## src/rtl/hamming_pkg.sv

```systemverilog
// Shared Hamming(7,4) layout, sizes and encode helpers used by both the
// transmit serializer and the far-end single-error corrector.
package hamming_pkg;

  localparam int DATA_W = 4;
  localparam int CODE_W = 7;

  localparam int P1 = 0;
  localparam int P2 = 1;
  localparam int D3 = 2;
  localparam int P4 = 3;
  localparam int D5 = 4;
  localparam int D6 = 5;
  localparam int D7 = 6;

  localparam logic [2:0] INJ_NONE = 3'd7;

  typedef enum logic {
    ST_IDLE  = 1'b0,
    ST_SHIFT = 1'b1
  } ser_state_t;

  function automatic logic [CODE_W-1:0] hamming_encode(input logic [DATA_W-1:0] d);
    logic [CODE_W-1:0] h;
    h     = '0;
    h[D3] = d[0];
    h[D5] = d[1];
    h[D6] = d[2];
    h[D7] = d[3];
    h[P1] = h[D3] ^ h[D5] ^ h[D7];
    h[P2] = h[D3] ^ h[D6] ^ h[D7];
    h[P4] = h[D5] ^ h[D6] ^ h[D7];
    return h;
  endfunction

  // Single-bit flip mask; position 7 means "leave the word alone".
  function automatic logic [CODE_W-1:0] inject_mask(input logic en, input logic [2:0] pos);
    logic [CODE_W-1:0] m;
    m = '0;
    if (en && (pos != INJ_NONE)) m[pos] = 1'b1;
    return m;
  endfunction

endpackage

```

## src/rtl/hamming_tx_serializer_encoder.sv

```systemverilog
// Purely combinational nibble-to-codeword Hamming(7,4) encoder.
module hamming_encoder_core
  import hamming_pkg::*;
(
  input  logic [DATA_W-1:0] data,
  output logic [CODE_W-1:0] code
);

  assign code = hamming_encode(data);

endmodule

```

## src/rtl/hamming_tx_serializer.sv

```systemverilog
// Hamming(7,4) transmit path: handshake in, optional single-bit error
// injection, one-deep holding register, gapless serial frame out.
module hamming_tx_serializer
  import hamming_pkg::*;
#(
  parameter int LSB_FIRST = 1
) (
  input  logic              clk,
  input  logic              rst,
  input  logic [DATA_W-1:0] data_in,
  input  logic              data_valid,
  output logic              data_ready,
  input  logic              inj_en,
  input  logic [2:0]        inj_pos,
  output logic              tx_bit,
  output logic              tx_valid,
  output logic              tx_last,
  output logic [CODE_W-1:0] code_out,
  output logic              busy
);

  localparam int FIRST = (LSB_FIRST != 0) ? 0 : CODE_W - 1;

  logic [CODE_W-1:0] enc_code;
  logic [CODE_W-1:0] inj_code;
  logic [CODE_W-1:0] hold_p0;
  logic [CODE_W-1:0] shift_p1;
  logic              hold_full;
  ser_state_t        state;
  logic [2:0]        cnt;
  logic              accept;
  logic              frame_end;
  logic              load;

  function automatic logic [CODE_W-1:0] shift_next(input logic [CODE_W-1:0] s);
    return (LSB_FIRST != 0) ? (s >> 1) : (s << 1);
  endfunction

  hamming_encoder_core u_enc (
    .data (data_in),
    .code (enc_code)
  );

  assign inj_code   = enc_code ^ inject_mask(inj_en, inj_pos);
  assign data_ready = !hold_full && !rst;
  assign accept     = data_valid && data_ready;
  assign frame_end  = (state == ST_SHIFT) && (cnt == 3'd6);
  // Reload on the last bit edge too, so consecutive frames have no bubble.
  assign load       = hold_full && ((state == ST_IDLE) || frame_end);
  assign busy       = (state == ST_SHIFT) || hold_full;

  // Stage p0: holding register, written at acceptance
  always_ff @(posedge clk) begin
    if (accept) hold_p0 <= inj_code;
  end

  // Stage p1: shift register holds the bits not yet presented on tx_bit
  always_ff @(posedge clk) begin
    if (load) shift_p1 <= shift_next(hold_p0);
    else if (state == ST_SHIFT) shift_p1 <= shift_next(shift_p1);
  end

  always_ff @(posedge clk or posedge rst) begin
    if (rst) begin
      state     <= ST_IDLE;
      cnt       <= 3'd0;
      hold_full <= 1'b0;
      tx_bit    <= 1'b0;
      tx_valid  <= 1'b0;
      tx_last   <= 1'b0;
      code_out  <= '0;
    end else begin
      // accept needs an empty hold, load needs a full one: never both
      if (accept) hold_full <= 1'b1;
      else if (load) hold_full <= 1'b0;

      if (load) begin
        state    <= ST_SHIFT;
        cnt      <= 3'd0;
        code_out <= hold_p0;
        tx_bit   <= hold_p0[FIRST];
        tx_valid <= 1'b1;
        tx_last  <= 1'b0;
      end else if (state == ST_SHIFT) begin
        if (frame_end) begin
          state    <= ST_IDLE;
          cnt      <= 3'd0;
          tx_bit   <= 1'b0;
          tx_valid <= 1'b0;
          tx_last  <= 1'b0;
        end else begin
          cnt     <= cnt + 3'd1;
          tx_bit  <= shift_p1[FIRST];
          tx_last <= (cnt == 3'd5);
        end
      end
    end
  end

endmodule

```

## config.mk

```make
export PLATFORM = sky130hd
export DESIGN_NAME = hamming_tx_serializer
export DESIGN_NICKNAME = d
export VERILOG_FILES = /design/src/rtl/hamming_pkg.sv /design/src/rtl/hamming_tx_serializer_encoder.sv /design/src/rtl/hamming_tx_serializer.sv
export SDC_FILE = /design/constraint.sdc
export NUM_CORES = 1
export LEC_CHECK = 0
export ABC_AREA = 1
export CORE_MARGIN = 1
export CORE_UTILIZATION = 45
export DETAILED_ROUTE_END_ITERATION = 6
export GPL_TIMING_DRIVEN = 0
export PLACE_DENSITY = 0.69
export SYNTH_ARGS = -nofsm -noshare
export SYNTH_HDL_FRONTEND = slang
export SYNTH_HIERARCHICAL = 1
export SYNTH_SLANG_ARGS = --single-unit
```

## constraint.sdc

```tcl
create_clock -name clk -period 1.7 [get_ports clk]
set_clock_uncertainty 0.2 [all_clocks]
set_input_delay 0.34 -clock clk [delete_from_list [all_inputs] [get_ports clk]]
set_output_delay 0.34 -clock clk [all_outputs]
set_load 0.1 [all_outputs]
```

# Yosys cells after proc, flatten, opt, wreduce, memory -nomap -nowiden
# Cells that the tools add are included.
classes:
  add_sub_neg: 1
  order_cmp: 2
  eq_ne: 3
  mux: 22
  n_bitwise: 8
  n_reduce_logical: 14
op_table:
  columns: ["operator", "n"]
  rows:
  - ["$mux W1", 15]
  - ["$mux W6", 2]
  - ["$mux W3", 3]
  - ["$mux W7", 1]
  - ["$xor A7 B7 Y7", 1]
  - ["$eq A3 B3 Y1 const B", 2]
  - ["$logic_and A1 B1 Y1", 6]
  - ["$reduce_bool A2 Y1", 3]
  - ["$xor A1 B1 Y1", 6]
  - ["$lt A3 B4 Y1 const B", 1]
  - ["$add A3 B1 Y3 const B", 1]
  - ["$demux W1 S3", 1]
  - ["$ge A3 B1 Y1 const B", 1]
  - ["$ne A3 B3 Y1 const B", 1]
  - ["$logic_not A1 Y1", 2]
  - ["$logic_or A1 B1 Y1", 2]
  - ["$reduce_and A2 Y1", 1]
  - ["$not A1 Y1", 1]
totals:
  regBits: 28
  out_inout_bits: 12
  word_cells: 59

# Longest topological paths before layout
logic_depth:
  word_depth: 6
  depth_mapped: 8
  depth_no_buf: 8

# By module
# The synthesis kept the hierarchy.
by_module_without_submodules:
  columns: ["module", "n_inst", "cells_per_inst", "area_each_um2", "seq_area_each_um2"]
  rows:
  - ["hamming_tx_serializer", 1, 122, 1248.7, 765.7]
  - ["hamming_encoder_core", 1, 29, 131.4, 0.0]

# Worst setup path after synthesis
# No wires, ideal clock.
synth_timing:
  path_type: "reg2reg"
  start: "register hold_full"
  end: "register hold_p0[0] (enable)"
  setup_ns: 0.321
  t_arrival_ns: 2.161
  setup_slack_ns: -0.982
  path_stages_with_launch: 4
  n_path_buf: 0
  period_less_slack_ns: 2.682
  cell_sequence: "dfrtp_1 nor2_1 nand2_1 inv_1"
synth_between:
  elab_chain_len: 3
synth_rtl:
  columns: ["item", "line", "rtl"]
  rows:
  - ["start: declaration", "hamming_tx_serializer.sv:28", "logic hold_full;"]
  - ["start signal: assignment", "hamming_tx_serializer.sv:67", "hold_full <= 1'b0;"]
  - ["start signal: assignment", "hamming_tx_serializer.sv:74", "if (accept) hold_full <= 1'b1;"]
  - ["start signal: assignment", "hamming_tx_serializer.sv:75", "else if (load) hold_full <= 1'b0;"]
  - ["$logic_not A1 Y1", "hamming_tx_serializer.sv:45", "assign data_ready = !hold_full && !rst;"]
  - ["$logic_and A1 B1 Y1", "hamming_tx_serializer.sv:45", null]
  - ["net data_ready", "hamming_tx_serializer.sv:12", "output logic data_ready,"]
  - ["$logic_and A1 B1 Y1", "hamming_tx_serializer.sv:46", "assign accept = data_valid && data_ready;"]
  - ["net accept", "hamming_tx_serializer.sv:31", "logic accept;"]
  - ["end signal: assignment", "hamming_tx_serializer.sv:54", "if (accept) hold_p0 <= inj_code;"]
  - ["end: declaration", "hamming_tx_serializer.sv:26", "logic [CODE_W-1:0] hold_p0;"]
# The timed path passes the listed nets, and every way through them passes these cells.
# A chain may end at the register's enable or synchronous reset.

# Worst setup path after layout
layout_timing:
  start: "register hold_full"
  end: "output port busy"
layout_between:
  elab_chain_len: 1
layout_rtl:
  columns: ["item", "line", "rtl"]
  rows:
  - ["$logic_or A1 B1 Y1", "hamming_tx_serializer.sv:50", "assign busy = (state == ST_SHIFT) || hold_full;"]
  - ["end: declaration", "hamming_tx_serializer.sv:19", "output logic busy"]
# No other way between the ends.

==> flow_metrics.tcl <==
set metrics [dict create \
    instances_no_fill 219 \
    core_um2 2829 \
    fp.dieW_um 57.38 \
    cts.sinks 28 \
    critPathCaptureType "output port" \
    layout_commonest_cell "nand2_1" \
    finalCriticalPeriod_ns 1.758 \
    htree_levels 1 \
    routedWlPerCell_um 12.37 \
    synth_area_per_cell_um2 9.140 \
    drt-total-wl_um 2708 \
    dr.pass1.iters 6 \
    seqPwrFrac_pct 31.9 \
    multiInputGateArea_um2 510.5 \
    synth-seq-cells 28 \
    syn-cell-area_um2 1380 \
    syn_inst 151 \
    comb_power_share_pct 55.9 \
    cts-root-buf "clkbuf_4" \
    overflow 0 \
    clk_latency_ns 0.33 \
    cp-start-kind "flop" \
    cts_tree "done" \
    fin_crit_sh_pct 103.4 \
    final_core_util_pct 63.47 \
    antenna_found_initial 0 \
    rows 19 \
    cp.arrival_ns 1.22 \
    failed_checks "DRC, setup timing" \
    drc_errors 6 \
    crit_path_start "hold_full" \
    vias 1091 \
    cts.path.max_buffers 2 \
    diodes 0 \
    p_sw_uw 1789 \
    intPower_uw 1796 \
    yosys_warnings 6 \
    cap_violations 0 \
    relSlewSlack_pct 59.88 \
    first_global_vias 994 \
    final-setup-viol-count 1 \
    finalHoldViolCount 0 \
    tightestPinTransition_ns 0.6012 \
    worstHoldPathType "in2async" \
    grt_setup_unrepaired "true" \
    drtAntennaViolNets 0 \
    layout_common_cells "53 x nand2_1, 16 x buf_4, 13 x inv_1, 13 x edfxtp_1, 12 x dfrtp_1" \
    synth_nets 165 \
    fin_ws_ns -0.05784 \
    synthDistinctLibCells 19 \
    via_per_inst 4.982 \
    grt_pass1_wl_um 4146 \
    switching_share_pct 49.91 \
    status "finished, violations left" \
    path_cells "nor2_4 -> clkinv_4 -> buf_12" \
    start_util_pct 48.78 \
    hpwl_um 1833 \
    synthToLayoutAreaGrowth_pct 30.10 \
    worstPathRequired_ns 1.16 \
    slowest_stage "dfrtp_2" \
    path_max_fanout 4 \
    dpl.cell_count 204 \
    die_h_um 57.38 \
    crit_buf_inv 2 \
    grt_usage_pct 16.72 \
    clockPowerShare_pct 12.1 \
    cts_inserted_buffers 3 \
    slowest_delay_ns 0.47 \
    peakVddDrop_uv 619.1 \
    critPathKind "reg2out" \
    p_leak_uw 0.0008819 \
    clkTransAtPathRegs_ns 0.15 \
    cp_top_family "flip-flops" \
    io_pins 23 \
    drt_iter0_drc 31 \
    gp_congestion 0.7576 \
    grt_max_degree 17 \
    final_nets 203 \
    die_area_um2 3292 \
    fillerInstances 233 \
    powerDensity_nw_per_um2 1997 \
    io_buffers 22 \
    seq_area_frac_synth_pct 55.49 \
    layout-drive-gt1-share_pct 28.19 \
    rr_startpoint "cnt[0]" \
    seqCellArea_um2 769.5 \
    drv_slew 0 \
    fmax_mhz 568.9 \
]
[power by group through the flow]
stage	logic, µW	registers [µW]	clock network, µW
finish	2000	1150	435
global route	2110	1170	464
CTS	1780	1130	446
detailed placement	1800	1160	0
global placement	1770	1150	0
floorplan	604	1940	0
[synth_stat cells]
master	count	share of area (%)
dfrtp_1	15	27
nand3_1	10	3.6
nand2_1	55	15
ha_1	3	2.7
nand2_2	3	1.4
o22ai_1	1	0.45
nand2_4	2	1.6
o21ai_0	6	2.2
a21oi_1	2	0.73
nor2_2	1	0.45
nor2_4	1	0.82
nor2_1	7	1.9
inv_2	4	1.1
edfxtp_1	13	28
xnor2_1	7	4.4
buf_12	1	1.5
buf_4	4	2.2
inv_4	1	0.45
inv_1	15	4.1
[what timing repair did]
item / in CTS / in global routing
buffers inserted: 2 / 9
resized for setup: 71 / 15
hold buffers: 0 / 0
endpoints found under the setup margin: 12 / 16
pin swaps: 1 / 1
[path summary, 6_finish.rpt]
path                                    end  slack (ns)  cells after the start
worst max-delay path                   busy       -0.06                      3
worst min-delay path              hold_full        0.03                      2
worst max register to register  shift_p1[1]        0.03                      8
worst min register to register  code_out[2]        0.29                      2
max in group asynchronous            cnt[0]        0.86                      2
min in group clk                  hold_full        0.28                      4
[routing by layer]
layer	share of wire (%)	track usage [%]
met5	0	0
met4	2.5	9.756
met3	4.2	1.361
met2	52	31.56
met1	42	18.05
[cells by family (layout without fill, tap and decap cells)]
group           count (synthesis)  in the layout  synth area share [%]
simple gates                   79             79                 24.75
flops                          28             28                 55.48
buf+inv                        25             62                 9.247
compound gates                  9              9                 3.355
xor+xnor                        7              7                 4.443
fa+ha+maj                       3              3                 2.720
[worst register-to-register path: stages (launching register included)]
cell	delay (ns)
dfrtp_2	0.47
inv_2	0.07
ha_2	0.18
nand2_2	0.08
nand2_4	0.12
nand2_8	0.08
buf_12	0.14
nand2_2	0.05
nand2_1	0.05
[cell type report]
cell class / instances / share of cell area (%)
multi-input cells: 98 / 28.43
clock inverters: 1 / 1.672
inverters: 20 / 4.460
flip-flops and latches: 28 / 42.86
plain buffers: 5 / 2.787
clock buffers: 3 / 1.254
well taps: 31 / 2.160
repair buffers: 33 / 16.38
[flip-flops by register name (all words and copies together), names as in the netlist]
signal	count
tx_valid	1
state	1
tx_bit	1
hold_full	1
hold_p0	7
cnt	3
shift_p1	6
code_out	7
tx_last	1
[metrics by stage]
stage | total power [µW] | TNS (ns) | hold WS, ns | area (µm²) | setup WS [ns]
after floorplan | 2541 | -0.003279 | 0.04141 | 1391 | -0.0004684
after global placement | 2915 | -4.702 | 0.2567 | 1650 | -0.9077
after detailed placement | 2959 | -5.022 | 0.2535 | 1650 | -0.9419
after CTS | 3363 | -0.07231 | 0.04647 | 1690 | -0.07231
after global routing | 3748 | -0.1918 | 0.07628 | 1795 | -0.09705
final | 3585 | -0.05784 | 0.02704 | 1795 | -0.05784
(Power assumes the default switching activity.)
